### config.mk
export PLATFORM = sky130hd
export DESIGN_NAME = vtg_param_timing_gen
export DESIGN_NICKNAME = d
export VERILOG_FILES = /design/src/rtl/vtg_pkg.sv /design/src/rtl/vtg_delay_line.sv /design/src/rtl/vtg_param_timing_gen.sv
export SDC_FILE = /design/constraint.sdc
export NUM_CORES = 1
export LEC_CHECK = 0
export CAP_MARGIN = 0
export CORE_MARGIN = 2
export CORE_UTILIZATION = 35
export CTS_CLUSTER_SIZE = 28
export DETAILED_ROUTE_END_ITERATION = 7
export MAX_ROUTING_LAYER = met4
export PLACE_DENSITY = 0.55
export SETUP_SLACK_MARGIN = 0.2
export SYNTH_ARGS = -nofsm -noshare
export SYNTH_HDL_FRONTEND = slang
export SYNTH_HIERARCHICAL = 1
export SYNTH_SLANG_ARGS = --single-unit
### constraint.sdc
create_clock -name pixe_clk -period 18.08 [get_ports pixe_clk]
set_input_delay 3.616 -clock pixe_clk [delete_from_list [all_inputs] [get_ports pixe_clk]]
set_output_delay 3.616 -clock pixe_clk [all_outputs]
set_load 0.05 [all_outputs]
### src/rtl/vtg_pkg.sv
// Shared types and constants for the runtime-configurable video timing generator.
// The timing struct fixes the field width at VTG_CNT_W; instances must use CNT_W = VTG_CNT_W.
package vtg_pkg;

    localparam int VTG_CNT_W = 12;

    localparam int VTG_720P_H_ACTIVE = 1280;
    localparam int VTG_720P_H_FP     = 110;
    localparam int VTG_720P_H_SYNC   = 40;
    localparam int VTG_720P_H_BP     = 220;
    localparam int VTG_720P_V_ACTIVE = 720;
    localparam int VTG_720P_V_FP     = 5;
    localparam int VTG_720P_V_SYNC   = 5;
    localparam int VTG_720P_V_BP     = 20;

    typedef struct packed {
        logic [VTG_CNT_W-1:0] h_active;
        logic [VTG_CNT_W-1:0] h_fp;
        logic [VTG_CNT_W-1:0] h_sync;
        logic [VTG_CNT_W-1:0] h_bp;
        logic [VTG_CNT_W-1:0] v_active;
        logic [VTG_CNT_W-1:0] v_fp;
        logic [VTG_CNT_W-1:0] v_sync;
        logic [VTG_CNT_W-1:0] v_bp;
        logic                 hs_pol;
        logic                 vs_pol;
    } timing_cfg_t;

    // Polarity bits are free; every length field must be nonzero.
    function automatic logic timing_valid(input timing_cfg_t c);
        return (c.h_active != '0) && (c.h_fp != '0) && (c.h_sync != '0) && (c.h_bp != '0) &&
               (c.v_active != '0) && (c.v_fp != '0) && (c.v_sync != '0) && (c.v_bp != '0);
    endfunction

endpackage

### src/rtl/vtg_delay_line.sv
// Fixed-depth shift register with synchronous reset to an idle word.
// DEPTH = 0 degenerates to a combinational pass-through.
module vtg_delay_line #(
    parameter int                WIDTH = 1,
    parameter int                DEPTH = 1,
    parameter logic [WIDTH-1:0]  IDLE  = '0
) (
    input  logic             clk,
    input  logic             rst_n,
    input  logic [WIDTH-1:0] d,
    output logic [WIDTH-1:0] q
);

    generate
        if (DEPTH == 0) begin : g_pass
            logic unused_ctl;
            assign unused_ctl = clk & rst_n;
            assign q = d;
        end else begin : g_shift
            logic [WIDTH-1:0] stage [DEPTH];

            always_ff @(posedge clk) begin
                if (!rst_n) begin
                    for (int unsigned i = 0; i < unsigned'(DEPTH); i++) begin
                        stage[i] <= IDLE;
                    end
                end else begin
                    stage[0] <= d;
                    for (int unsigned i = 1; i < unsigned'(DEPTH); i++) begin
                        stage[i] <= stage[i-1];
                    end
                end
            end

            assign q = stage[DEPTH-1];
        end
    endgenerate

endmodule

### src/rtl/vtg_param_timing_gen.sv
// Runtime-configurable hsync/vsync/de timing generator with pre_de lookahead
// for frame-buffer prefetch; new timing takes effect only on a frame boundary.
module vtg_param_timing_gen
    import vtg_pkg::*;
#(
    parameter int   CNT_W        = VTG_CNT_W,
    parameter int   PREFETCH     = 2,
    parameter int   DEF_H_ACTIVE = VTG_720P_H_ACTIVE,
    parameter int   DEF_H_FP     = VTG_720P_H_FP,
    parameter int   DEF_H_SYNC   = VTG_720P_H_SYNC,
    parameter int   DEF_H_BP     = VTG_720P_H_BP,
    parameter int   DEF_V_ACTIVE = VTG_720P_V_ACTIVE,
    parameter int   DEF_V_FP     = VTG_720P_V_FP,
    parameter int   DEF_V_SYNC   = VTG_720P_V_SYNC,
    parameter int   DEF_V_BP     = VTG_720P_V_BP,
    parameter logic DEF_HS_POL   = 1'b1,
    parameter logic DEF_VS_POL   = 1'b1
) (
    input  logic             pixe_clk,
    input  logic             rest_n,
    input  logic             en,
    input  logic [CNT_W-1:0] cfg_h_active,
    input  logic [CNT_W-1:0] cfg_h_fp,
    input  logic [CNT_W-1:0] cfg_h_sync,
    input  logic [CNT_W-1:0] cfg_h_bp,
    input  logic [CNT_W-1:0] cfg_v_active,
    input  logic [CNT_W-1:0] cfg_v_fp,
    input  logic [CNT_W-1:0] cfg_v_sync,
    input  logic [CNT_W-1:0] cfg_v_bp,
    input  logic             cfg_hs_pol,
    input  logic             cfg_vs_pol,
    input  logic             cfg_load,
    output logic             cfg_busy,
    output logic             cfg_err,
    output logic             hsync,
    output logic             vsync,
    output logic             de,
    output logic             pre_de,
    output logic [CNT_W-1:0] x,
    output logic [CNT_W-1:0] y,
    output logic             frame_start
);

    localparam int TW     = CNT_W + 2;
    localparam int PIPE_W = 4 + 2 * CNT_W;

    localparam timing_cfg_t DEF_CFG = '{
        h_active: VTG_CNT_W'(DEF_H_ACTIVE),
        h_fp:     VTG_CNT_W'(DEF_H_FP),
        h_sync:   VTG_CNT_W'(DEF_H_SYNC),
        h_bp:     VTG_CNT_W'(DEF_H_BP),
        v_active: VTG_CNT_W'(DEF_V_ACTIVE),
        v_fp:     VTG_CNT_W'(DEF_V_FP),
        v_sync:   VTG_CNT_W'(DEF_V_SYNC),
        v_bp:     VTG_CNT_W'(DEF_V_BP),
        hs_pol:   DEF_HS_POL,
        vs_pol:   DEF_VS_POL
    };

    localparam logic [PIPE_W-1:0] PIPE_IDLE = {1'b0, ~DEF_HS_POL, ~DEF_VS_POL, 1'b0, {(2*CNT_W){1'b0}}};

    timing_cfg_t work_cfg;
    timing_cfg_t shadow_cfg;
    timing_cfg_t cfg_in;
    logic        cfg_in_ok;

    logic [TW-1:0] h_cnt, v_cnt;
    logic [TW-1:0] h_total, v_total;
    logic [TW-1:0] hs_start, hs_end, vs_start, vs_end;
    logic          last_h, last_v, frame_end, cfg_apply;

    logic          de0, hs0_act, vs0_act, fs0;

    logic             s0_de, s0_hs, s0_vs, s0_fs;
    logic [CNT_W-1:0] s0_x, s0_y;
    logic [PIPE_W-1:0] pipe_d, pipe_q;

    assign cfg_in = '{
        h_active: cfg_h_active,
        h_fp:     cfg_h_fp,
        h_sync:   cfg_h_sync,
        h_bp:     cfg_h_bp,
        v_active: cfg_v_active,
        v_fp:     cfg_v_fp,
        v_sync:   cfg_v_sync,
        v_bp:     cfg_v_bp,
        hs_pol:   cfg_hs_pol,
        vs_pol:   cfg_vs_pol
    };

    assign cfg_in_ok = timing_valid(cfg_in);

    always_comb begin
        h_total  = TW'(work_cfg.h_active) + TW'(work_cfg.h_fp) + TW'(work_cfg.h_sync) + TW'(work_cfg.h_bp);
        v_total  = TW'(work_cfg.v_active) + TW'(work_cfg.v_fp) + TW'(work_cfg.v_sync) + TW'(work_cfg.v_bp);
        hs_start = TW'(work_cfg.h_active) + TW'(work_cfg.h_fp);
        hs_end   = hs_start + TW'(work_cfg.h_sync);
        vs_start = TW'(work_cfg.v_active) + TW'(work_cfg.v_fp);
        vs_end   = vs_start + TW'(work_cfg.v_sync);

        last_h    = (h_cnt == h_total - TW'(1));
        last_v    = (v_cnt == v_total - TW'(1));
        frame_end = en && last_h && last_v;
        cfg_apply = frame_end || !en;
    end

    always_ff @(posedge pixe_clk) begin
        if (!rest_n || !en) begin
            h_cnt <= '0;
            v_cnt <= '0;
        end else if (last_h) begin
            h_cnt <= '0;
            v_cnt <= last_v ? '0 : v_cnt + TW'(1);
        end else begin
            h_cnt <= h_cnt + TW'(1);
        end
    end

    // A load on the apply cycle still lands in shadow after the old shadow was applied.
    always_ff @(posedge pixe_clk) begin
        if (!rest_n) begin
            work_cfg   <= DEF_CFG;
            shadow_cfg <= DEF_CFG;
            cfg_busy   <= 1'b0;
            cfg_err    <= 1'b0;
        end else begin
            cfg_err <= cfg_load && !cfg_in_ok;
            if (cfg_apply) begin
                work_cfg <= shadow_cfg;
            end
            if (cfg_load && cfg_in_ok) begin
                shadow_cfg <= cfg_in;
                cfg_busy   <= 1'b1;
            end else if (cfg_apply) begin
                cfg_busy <= 1'b0;
            end
        end
    end

    always_comb begin
        de0     = en && (h_cnt < TW'(work_cfg.h_active)) && (v_cnt < TW'(work_cfg.v_active));
        hs0_act = en && (h_cnt >= hs_start) && (h_cnt < hs_end);
        vs0_act = en && (v_cnt >= vs_start) && (v_cnt < vs_end);
        fs0     = de0 && (h_cnt == '0) && (v_cnt == '0);
    end

    always_ff @(posedge pixe_clk) begin
        if (!rest_n) begin
            s0_de <= 1'b0;
            s0_hs <= ~DEF_HS_POL;
            s0_vs <= ~DEF_VS_POL;
            s0_fs <= 1'b0;
            s0_x  <= '0;
            s0_y  <= '0;
        end else begin
            s0_de <= de0;
            s0_hs <= hs0_act ? work_cfg.hs_pol : ~work_cfg.hs_pol;
            s0_vs <= vs0_act ? work_cfg.vs_pol : ~work_cfg.vs_pol;
            s0_fs <= fs0;
            s0_x  <= de0 ? h_cnt[CNT_W-1:0] : '0;
            s0_y  <= de0 ? v_cnt[CNT_W-1:0] : '0;
        end
    end

    assign pre_de = s0_de;
    assign pipe_d = {s0_de, s0_hs, s0_vs, s0_fs, s0_x, s0_y};

    vtg_delay_line #(
        .WIDTH (PIPE_W),
        .DEPTH (PREFETCH),
        .IDLE  (PIPE_IDLE)
    ) u_out_pipe (
        .clk   (pixe_clk),
        .rst_n (rest_n),
        .d     (pipe_d),
        .q     (pipe_q)
    );

    assign {de, hsync, vsync, frame_start, x, y} = pipe_q;

endmodule
# ---- Word-level counts from Yosys, hierarchy flattened
# Memory sizes are Yosys's and may differ from the RTL's.
# Cells that the tools add are included.
dict set report word_totals {
  regBits 254
  latch_bits 0
  ram_bits 56
  mem_bits_ro 0
  input_bits 102
  out_inout_bits 31
  wordCells 99
  n_memories 1
}
# name words width read_ports rd_clocked_by_memory_dff write_ports line_no
set mem_list {}
lappend mem_list {u_out_pipe.g_shift.stage 2 28 2 0 2 vtg_delay_line.sv:20} ;# logic [WIDTH-1:0] stage [DEPTH];
dict set report classes {
  add_sub_neg 10
  n_mul 0
  div_mod_pow 0
  magnitude_cmp 6
  eq_ne 2
  shifts 0
  muxes 9
  bitwise 4
  n_reduce_logical 37
}
# operator n
set op_table {}
lappend op_table {{12-bit nonzero test} 8}
lappend op_table {{28-bit two-way mux} 2}
lappend op_table {{13-bit by 12-bit adder with 14-bit output} 2}
lappend op_table {{14-bit by 1-bit adder with 14-bit output, second input constant} 2}
lappend op_table {{14-bit by 12-bit adder with 14-bit output} 2}
lappend op_table {{14-bit equality test} 2}
lappend op_table {{14-bit by 13-bit greater-or-equal comparator with 1-bit output} 2}
lappend op_table {{14-bit logical NOT} 2}
lappend op_table {{14-bit by 12-bit less-than comparator with 1-bit output} 2}
lappend op_table {{14-bit less-than comparator} 2}
lappend op_table {{14-bit by 1-bit subtractor with 14-bit output, second input constant} 2}
lappend op_table {{12-bit by 12-bit adder with 13-bit output} 2}
lappend op_table {{1-bit logical AND} 19}
lappend op_table {{14-bit two-way mux} 1}
lappend op_table {{1-bit two-way mux} 6}
lappend op_table {{1-bit logical NOT} 3}
lappend op_table {{1-bit logical OR} 2}
lappend op_table {{1-bit inverter} 2}
lappend op_table {{1-bit bitwise OR} 2}
lappend op_table {{2-bit AND reduction} 1}
lappend op_table {{2-bit nonzero test} 1}
lappend op_table {{2-bit OR reduction} 1}

# ---- Depth between registers and ports, before layout
dict set report depth {
  word_depth 10
  mapped_depth 31
  depth_no_buf 27
}

# ---- Hierarchy
# The synthesis kept the hierarchy.
# mod instances cells_each area_each_um2 seq_area_each_um2
set by_module_without_submodules {}
lappend by_module_without_submodules {vtg_param_timing_gen 1 1887 15616.2 5084.9}
lappend by_module_without_submodules {vtg_delay_line 1 146 1742.9 1121.1}

# ---- Least setup slack after synthesis
# No wires, ideal clock.
dict set report synth_path {
  kind {register -> register}
  from {register work_cfg[75] in the netlist's numbering}
  to {register work_cfg[26] in the netlist's numbering}
  setup_time_ns 0.079
  arrival_time_ns 6.251
  required_ns 18.001
  path_slack_ns 11.750
  stages_incl_launch_ff 30
  path_buffers 4
  synth_period_minus_slack_ns 6.330
  cell_sequence {dfxtp_1 -> ha_1 -> a21o_1 -> a21oi_1 -> o21bai_1 -> a21oi_1 -> nor2b_1 -> o21a_1 -> o31a_1 -> nor2_1 -> xnor2_1 -> ha_1 -> and2_1 -> o2111a_1 -> nor2_1 -> xor2_1 -> xor2_1 -> ha_1 -> a21oi_1 -> a21oi_1 -> or4_1 -> nand4b_1 -> or4b_1 -> or3b_1 -> buf_2 -> o31a_1 -> buf_2 -> buf_6 -> buf_6 -> o211ai_1}
}
dict set report synth_between {
  elab_chain_cells 8
}
# item line_no
set synth_lines {}
lappend synth_lines {{start, declared} vtg_param_timing_gen.sv:62} ;# timing_cfg_t work_cfg;
lappend synth_lines {{start signal, assigned} vtg_param_timing_gen.sv:129} ;# work_cfg <= shadow_cfg;
lappend synth_lines {{12-bit by 12-bit adder with 13-bit output} vtg_param_timing_gen.sv:94} ;# h_total = TW'(work_cfg.h_active) + TW'(work_cfg.h_fp) + TW'(work_cfg.h_sync) + TW'(work_cfg.h_bp);
lappend synth_lines {{13-bit by 12-bit adder with 14-bit output} vtg_param_timing_gen.sv:94}
lappend synth_lines {{14-bit by 12-bit adder with 14-bit output} vtg_param_timing_gen.sv:94}
lappend synth_lines {{14-bit by 1-bit subtractor with 14-bit output} vtg_param_timing_gen.sv:101} ;# last_h = (h_cnt == h_total - TW'(1));
lappend synth_lines {{14-bit equality test} vtg_param_timing_gen.sv:101}
lappend synth_lines {{1-bit logical AND (2 in a row)} vtg_param_timing_gen.sv:103} ;# frame_end = en && last_h && last_v;
lappend synth_lines {{1-bit logical OR} vtg_param_timing_gen.sv:104} ;# cfg_apply = frame_end || !en;
# No other way between the ends.
# A chain may end at the register's enable or synchronous reset.

# ---- Final worst setup path
dict set report layout_path {
  from {register work_cfg[75] in the netlist's numbering}
  to {register cfg_busy}
}
dict set report layout_between {
  elab_chain_cells 9
}
# item line_no
set layout_lines {}
lappend layout_lines {{12-bit by 12-bit adder with 13-bit output} vtg_param_timing_gen.sv:94}
lappend layout_lines {{13-bit by 12-bit adder with 14-bit output} vtg_param_timing_gen.sv:94}
lappend layout_lines {{14-bit by 12-bit adder with 14-bit output} vtg_param_timing_gen.sv:94}
lappend layout_lines {{14-bit by 1-bit subtractor with 14-bit output} vtg_param_timing_gen.sv:101}
lappend layout_lines {{14-bit equality test} vtg_param_timing_gen.sv:101}
lappend layout_lines {{1-bit logical AND (2 in a row)} vtg_param_timing_gen.sv:103}
lappend layout_lines {{1-bit logical OR} vtg_param_timing_gen.sv:104}
lappend layout_lines {{2-bit nonzero test (no line)} --}
lappend layout_lines {{end signal, assigned} vtg_param_timing_gen.sv:124} ;# cfg_busy <= 1'b0;
lappend layout_lines {{end signal, assigned} vtg_param_timing_gen.sv:133} ;# cfg_busy <= 1'b1;
lappend layout_lines {{end signal, assigned} vtg_param_timing_gen.sv:135} ;# cfg_busy <= 1'b0;
lappend layout_lines {{end, declared} vtg_param_timing_gen.sv:33} ;# output logic cfg_busy,
# No other way between the ends.

==> flow_metrics.py <==
metrics = {
    "flow_run": {
        "cap_violations": 0,
    },
    "setup_path": {
        "crit_family": "compound AO/OA/AOI/OAI gates",
        "cp-end-kind": "flop",
        "path_max_fanout": 28,
        "cpMostUsedCell": "a21oi_1",
        "cp.depth": 27,
        "slowest_stage": "o311ai_2",
        "crit_end": "cfg_busy",
        "timing.critical_path.from_type": "flop",
        "cpPeakStageDelay_ns": 0.93,
        "r2r_start": "work_cfg[75]",
        "worst_ep_required_time_ns": 18.47,
        "cp_num_buf_inv": 1,
        "reg2reg_to": "cfg_busy",
        "ff2ff_path_depth": 27,
        "worstPathArrival_ns": 7.58,
        "path_class": "reg -> reg",
        "ff2ff_setup_slack_ns": 10.89,
        "startpoint": "work_cfg[75]",
    },
    "synthesis": {
        "async_reset_ff_frac": 0,
        "ys_seq_area_frac": 0.358,
        "yosys-top-cells-count": "nand2_1, dfxtp_1, ha_1, inv_1, nor2_1",
        "synth_area_leader_cell": "dfxtp_1",
        "syn_area_um2": 17400,
        "yosys.area_share.simple": 0.189,
        "synthMuxAreaShare": 0.0445,
        "yosysTopAreaCellShare": 0.358,
        "synthTopCellsByArea": "dfxtp_1, ha_1, nand2_1",
        "syn_nets": 2309,
        "synth_edf_count": 0,
        "synth_top_family_by_area": "simple AND/OR/NAND/NOR gates",
        "yosys.area_share.xor_xnor": 0.0550,
        "synth.most_common_cell": "nand2_1",
        "synth_fa_ha_area_frac": 0.129,
        "synth.avg_cell_area_um2": 8.54,
        "synth-compound-area-share": 0.154,
        "synth.distinct_cells": 65,
        "synth_top_flop_cell": "dfxtp_1",
        "yosys_warnings": 6,
        "syn_inst": 2033,
        "ys_ff_latch": 310,
    },
    "detailed_routing": {
        "wl_per_cell_um": 16.1,
        "drc": 0,
        "vias_per_cell": 4.91,
        "drtAntennaViolNets": 0,
        "drt_iter0_drc": 795,
        "num_vias": 13600,
        "wl_um": 44600,
        "dr.pass1.iters": 5,
    },
    "grt": {
        "grt_usage": 0.180,
        "first_global_vias": 13100,
        "grt_overflow": 0,
        "grt_pass1_wl_um": 71200,
        "antenna_found_initial": 0,
        "grt_max_degree": 115,
    },
    "timing": {
        "fin_tns_setup_ns": 0,
        "rsz0062_at_grt": "no",
        "layout_setup_ws_ns": 10.89,
        "min_period_over_period": 0.397,
        "finalHoldViolations": 0,
        "min_period_ns": 7.19,
        "fin_worst_skew_ns": 0.0218,
        "setup_violations": 0,
        "max-slew-margin-rel": 0.287,
        "max_freq_ghz": 0.139,
        "worstMarginPinSlew_ns": 1.07,
        "drv_slew": 0,
    },
    "floorplanning": {
        "row_count": 81,
        "core_area_um2": 49000,
        "dieArea_um2": 51400,
        "die_h_um": 227,
        "io-pin-count": 133,
        "die_x_um": 227,
        "start_util": 0.355,
    },
    "finish": {
        "fillers": 4963,
        "drive_above_1_share": 0.0375,
        "diodes": 0,
        "multi_input_area_um2": 9910,
        "seqCellArea_um2": 6210,
        "area_growth_pct": 15.4,
        "nNetsFinal": 2360,
        "fin_util": 0.409,
    },
    "clock_tree": {
        "cts_tree": "built",
        "clkLatencyLatePin_ns": 0.55,
        "cts_setup_buffers": 0,
        "postCtsHoldBufs": 0,
        "cts_buffer_depth": 3,
        "clockRootBuffer": "clkbuf_16",
        "cts_sinks": 310,
        "ctsHtreeMaxLevel": 2,
        "cts_made_buffers": 35,
        "cts_resized": 0,
        "clk_pin_slew_ns": 0.06,
    },
    "hold_path": {
        "min_path_type": "reg -> reg",
    },
    "status": {
        "status": "completed",
    },
    "placed_design": {
        "place_ws_ns": 10.89,
        "finalWeightedCongestion": 0.885,
        "dp_hpwl_um": 33300,
        "port_buffers": 132,
    },
    "pwr": {
        "p_leak_nw": 8.50,
        "power.density_nw_per_um2": 93.0,
        "peakVddDrop_v": 0.0000505,
    },
}
## cell families (layout without fill, tap and decap cells)
| group | count (synthesis) | in the layout |
|---|---|---|
| fa+ha+maj | 175 | 175 |
| flops | 310 | 310 |
| mux | 77 | 77 |
| xor+xnor | 105 | 105 |
| buf+inv | 285 | 356 |
| compound gates | 381 | 381 |
| simple gates | 700 | 700 |
## placed cells by master, fill, tap and decap left out, types with 25 or more instances in the layout
cell type | netlist | layout
nand2_1 | 360 | 359
dfxtp_1 | 310 | 310
ha_1 | 168 | 168
inv_1 | 157 | 157
clkdlybuf4s50_1 | 0 | 131
nor2_1 | 78 | 78
a21boi_0 | 75 | 75
mux2i_1 | 75 | 75
a21oi_1 | 65 | 65
xnor2_1 | 63 | 63
and2_1 | 63 | 62
o211ai_1 | 55 | 55
o21ai_0 | 47 | 47
xor2_1 | 39 | 39
a21o_1 | 38 | 38
clkbuf_16 | 0 | 36
nor4_1 | 34 | 34
nand3_1 | 28 | 28
nor3_1 | 25 | 25
## power breakdown
part / internal [mW] / switching [mW] / total [mW]
clock: 0.400 / 0.288 / 0.688
sequential: 0.707 / 0.0144 / 0.721
combinational: 0.196 / 0.258 / 0.454
## sequential cells by signal, indices dropped and copies added, names as in the netlist
register,flops
v_cnt,14
u_out_pipe/g_shift.stage,56
s0_x,12
s0_fs,1
s0_vs,1
cfg_busy,1
s0_hs,1
h_cnt,14
pre_de,1
work_cfg,98
cfg_err,1
shadow_cfg,98
s0_y,12
## how the worst min path moves through the flow
stage	start	to	slack, ns	depth (start not counted)
4_1_cts	u_out_pipe/g_shift.stage[0][1]	u_out_pipe/g_shift.stage[0][29]	0.43	1
2_1_floorplan	u_out_pipe/g_shift.stage[0][26]	u_out_pipe/g_shift.stage[0][54]	0.41	1
5_1_grt	u_out_pipe/g_shift.stage[0][1]	u_out_pipe/g_shift.stage[0][29]	0.43	1
6_report	u_out_pipe/g_shift.stage[0][1]	u_out_pipe/g_shift.stage[0][29]	0.43	1
3_5_place_dp	s0_vs	u_out_pipe/g_shift.stage[0][25]	0.42	1
3_3_place_gp	u_out_pipe/g_shift.stage[0][27]	u_out_pipe/g_shift.stage[0][55]	0.42	1
## through the flow
| step | instances | total power [mW] | instance area, um2 | hold slack (ns) |
|---|---|---|---|---|
| floorplan | 2033 | 1.07 | 17400 | 0.406 |
| global placement | 2711 | 1.18 | 18900 | 0.417 |
| detailed placement | 2711 | 1.19 | 18900 | 0.418 |
| CTS | 2768 | 1.88 | 20000 | 0.427 |
| global route | 2768 | 1.97 | 20000 | 0.433 |
| finish | 2768 | 1.86 | 20000 | 0.427 |
## layer usage
metal	up-vias	GRT usage	share of wire
li1	7043	-	-
met1	6199	0.260	0.52
met2	284	0.261	0.41
met3	53	0.0286	0.051
met4	0	0.0412	0.017
met5	-	-	0
## area by class of cell
cell class	instances	share of cell area
well taps	664	0.0415
inverters	157	0.0294
multi-input cells	1438	0.495
clock inverters	10	0.00518
clock buffers	47	0.0495
repair buffers	142	0.0699
flip-flops and latches	310	0.310
## worst register-to-register path, cell delays in order, from the launching register on
cell and delay [ns]:
dfxtp_1 0.32, ha_1 0.30, a21o_1 0.17, a21oi_1 0.22, o21bai_1 0.09, a21oi_1 0.22, nor2b_1 0.08, o21a_1 0.18
o31a_1 0.26, nor2_1 0.19, xnor2_1 0.15, ha_1 0.31, and2_1 0.22, o2111a_1 0.16, nor2_1 0.13, xor2_1 0.31
xor2_1 0.12, ha_1 0.42, o21ai_1 0.10, a21oi_1 0.18, a21oi_1 0.06, or4_1 0.53, nand4b_1 0.18, or4b_1 0.49
or3b_1 0.35, buf_4 0.24, o311ai_2 0.94, o21ai_0 0.15
Power figures use the tool's default switching activity.
==> RTL edit: new RTL, same settings <==
Reset style: asynchronous (`rst_n`), changed in one clocked block. Comments in the files are not updated.
--- a/src/rtl/vtg_delay_line.sv
+++ b/src/rtl/vtg_delay_line.sv
@@ -20,5 +20,5 @@
             logic [WIDTH-1:0] stage [DEPTH];
 
-            always_ff @(posedge clk) begin
+            always_ff @(posedge clk or negedge rst_n) begin
                 if (!rst_n) begin
                     for (int unsigned i = 0; i < unsigned'(DEPTH); i++) begin
Check against the original RTL: not equivalent (Yosys sat finds a counterexample within 4 cycles, from zero or initial values; the reset may be asserted at any time).
==> RTL edit against the unedited design <==
Final area is 2.6% lower; sequential share of layout area is 2.3 points higher; total power is 2.5% higher; area after synthesis is 3.8% lower; setup slack worse by 0.83 ns; via count is 3.1% lower; sequential cell count stayed put; routed wire length is 5.7% lower.
==> RTL edit: results (changes against the unedited design) <==
* Hold Startpoint: s0_x[2]$_SDFF_PN0_
* Syn Nets at 2223 (-3.7%)
* Met3 global-route usage at 2.38% (-0.48 points)
* Via/cell ratio at 4.97 (+1.3%)
* DR WL/cell at 15.9 um (-1.4%)
* Non-clk bufs at 136 (-4.2%)
* Reg2Reg Capture Point: work_cfg[14]$_SDFFE_PN1P_
* Vias in the first global route at 12900 (-1.6%)
* Hold Path Depth at 0 (-1)
* FFs w/ async S/R, synth at 18.1% (+18 points)
* Leak pwr at 8.47 nW (-0.35%)
* Detailed Route Iter0 Violations at 625 (-21%)
* Routing usage on met1 at 24.7% (-1.3 points)
* Slew HR at 27.1% (-1.6 points)
* CLK BUF at 53 (+13%)
* Clock buf/inv share at 6.44% (+0.97 points)
* GRT Total Usage at 17.6% (-0.42 points)
* Max IR drop VDD at 0.0561 mV (+11%)
* CP max-delay cell: buf_4
* WL met3 at 1.80 mm (-21%)
* WP data arrival at 8.42 ns (+0.84 ns)
* Worst r2r path cells at 28 (+3.7%)
* Top post-synthesis cells by count: nand2_1 (337), dfxtp_1 (254), ha_1 (168)
* Post-DP HPWL at 31.4 mm (-5.9%)
* Critical path origin: work_cfg[86]$_SDFFE_PN0P_
* Register area at 6490 um^2 (+4.5%)
* Multi-input combinational cell count at 1377 (-4.2%)
* Met2 usage at 26.1% (+0.047 points)
* Largest registers: shadow_cfg (98), work_cfg (98)
* Buffering overhead at 7.02% (+0.026 points)
* Placement-stage cell area at 18300 um^2 (-3.6%)
* Seq/Total Area, Yosys at 38.8% (+3.1 points)
* Initial antenna violation count at 1 (+1)
* FFs & Latches at 310 (unchanged)
* Layout fillers at 4798 (-3.3%)
* Synth cell types at 64 (-1.5%)
* Global-route wire length before repair at 68.2 mm (-4.1%)
* Status: completed
* Share of cells above drive strength 1 at 3.74% (-0.015 points)
* Met2 WL at 17.8 mm (-2.7%)
[RTL edit: worst max-delay path: cells and delay by family, from the launching register on]
kind                     cells  cell delay [ns]
AO/OA/AOI/OAI                9             2.10
AND/OR/NAND/NOR              8             1.76
buffers and inverters        3             1.56
adder cells (fa/ha/maj)      4             1.27
XOR/XNOR                     3             0.48
flip-flops                   1             0.36
multiplexers                 1             0.25
[RTL edit: kinds of logic after synthesis]
logic type | after synthesis | synth area share (%)
muxes | 19 | 1.14
and+or+nand+nor | 683 | 18.7
DFF | 310 | 38.8
AOI/OAI and AO/OA | 383 | 14.9
xor gates and xnor gates | 115 | 6.03
buffers and inverters | 260 | 6.85
adders and majority gates | 177 | 13.5
[RTL edit: power groups by stage]
stage / Combinational [mW] / Sequential (mW) / Clock [mW]
floorplan: 0.316 / 0.733 / 0
global placement: 0.410 / 0.738 / 0
detailed placement: 0.417 / 0.738 / 0
CTS: 0.419 / 0.724 / 0.793
global route: 0.473 / 0.726 / 0.816
finish: 0.418 / 0.724 / 0.767
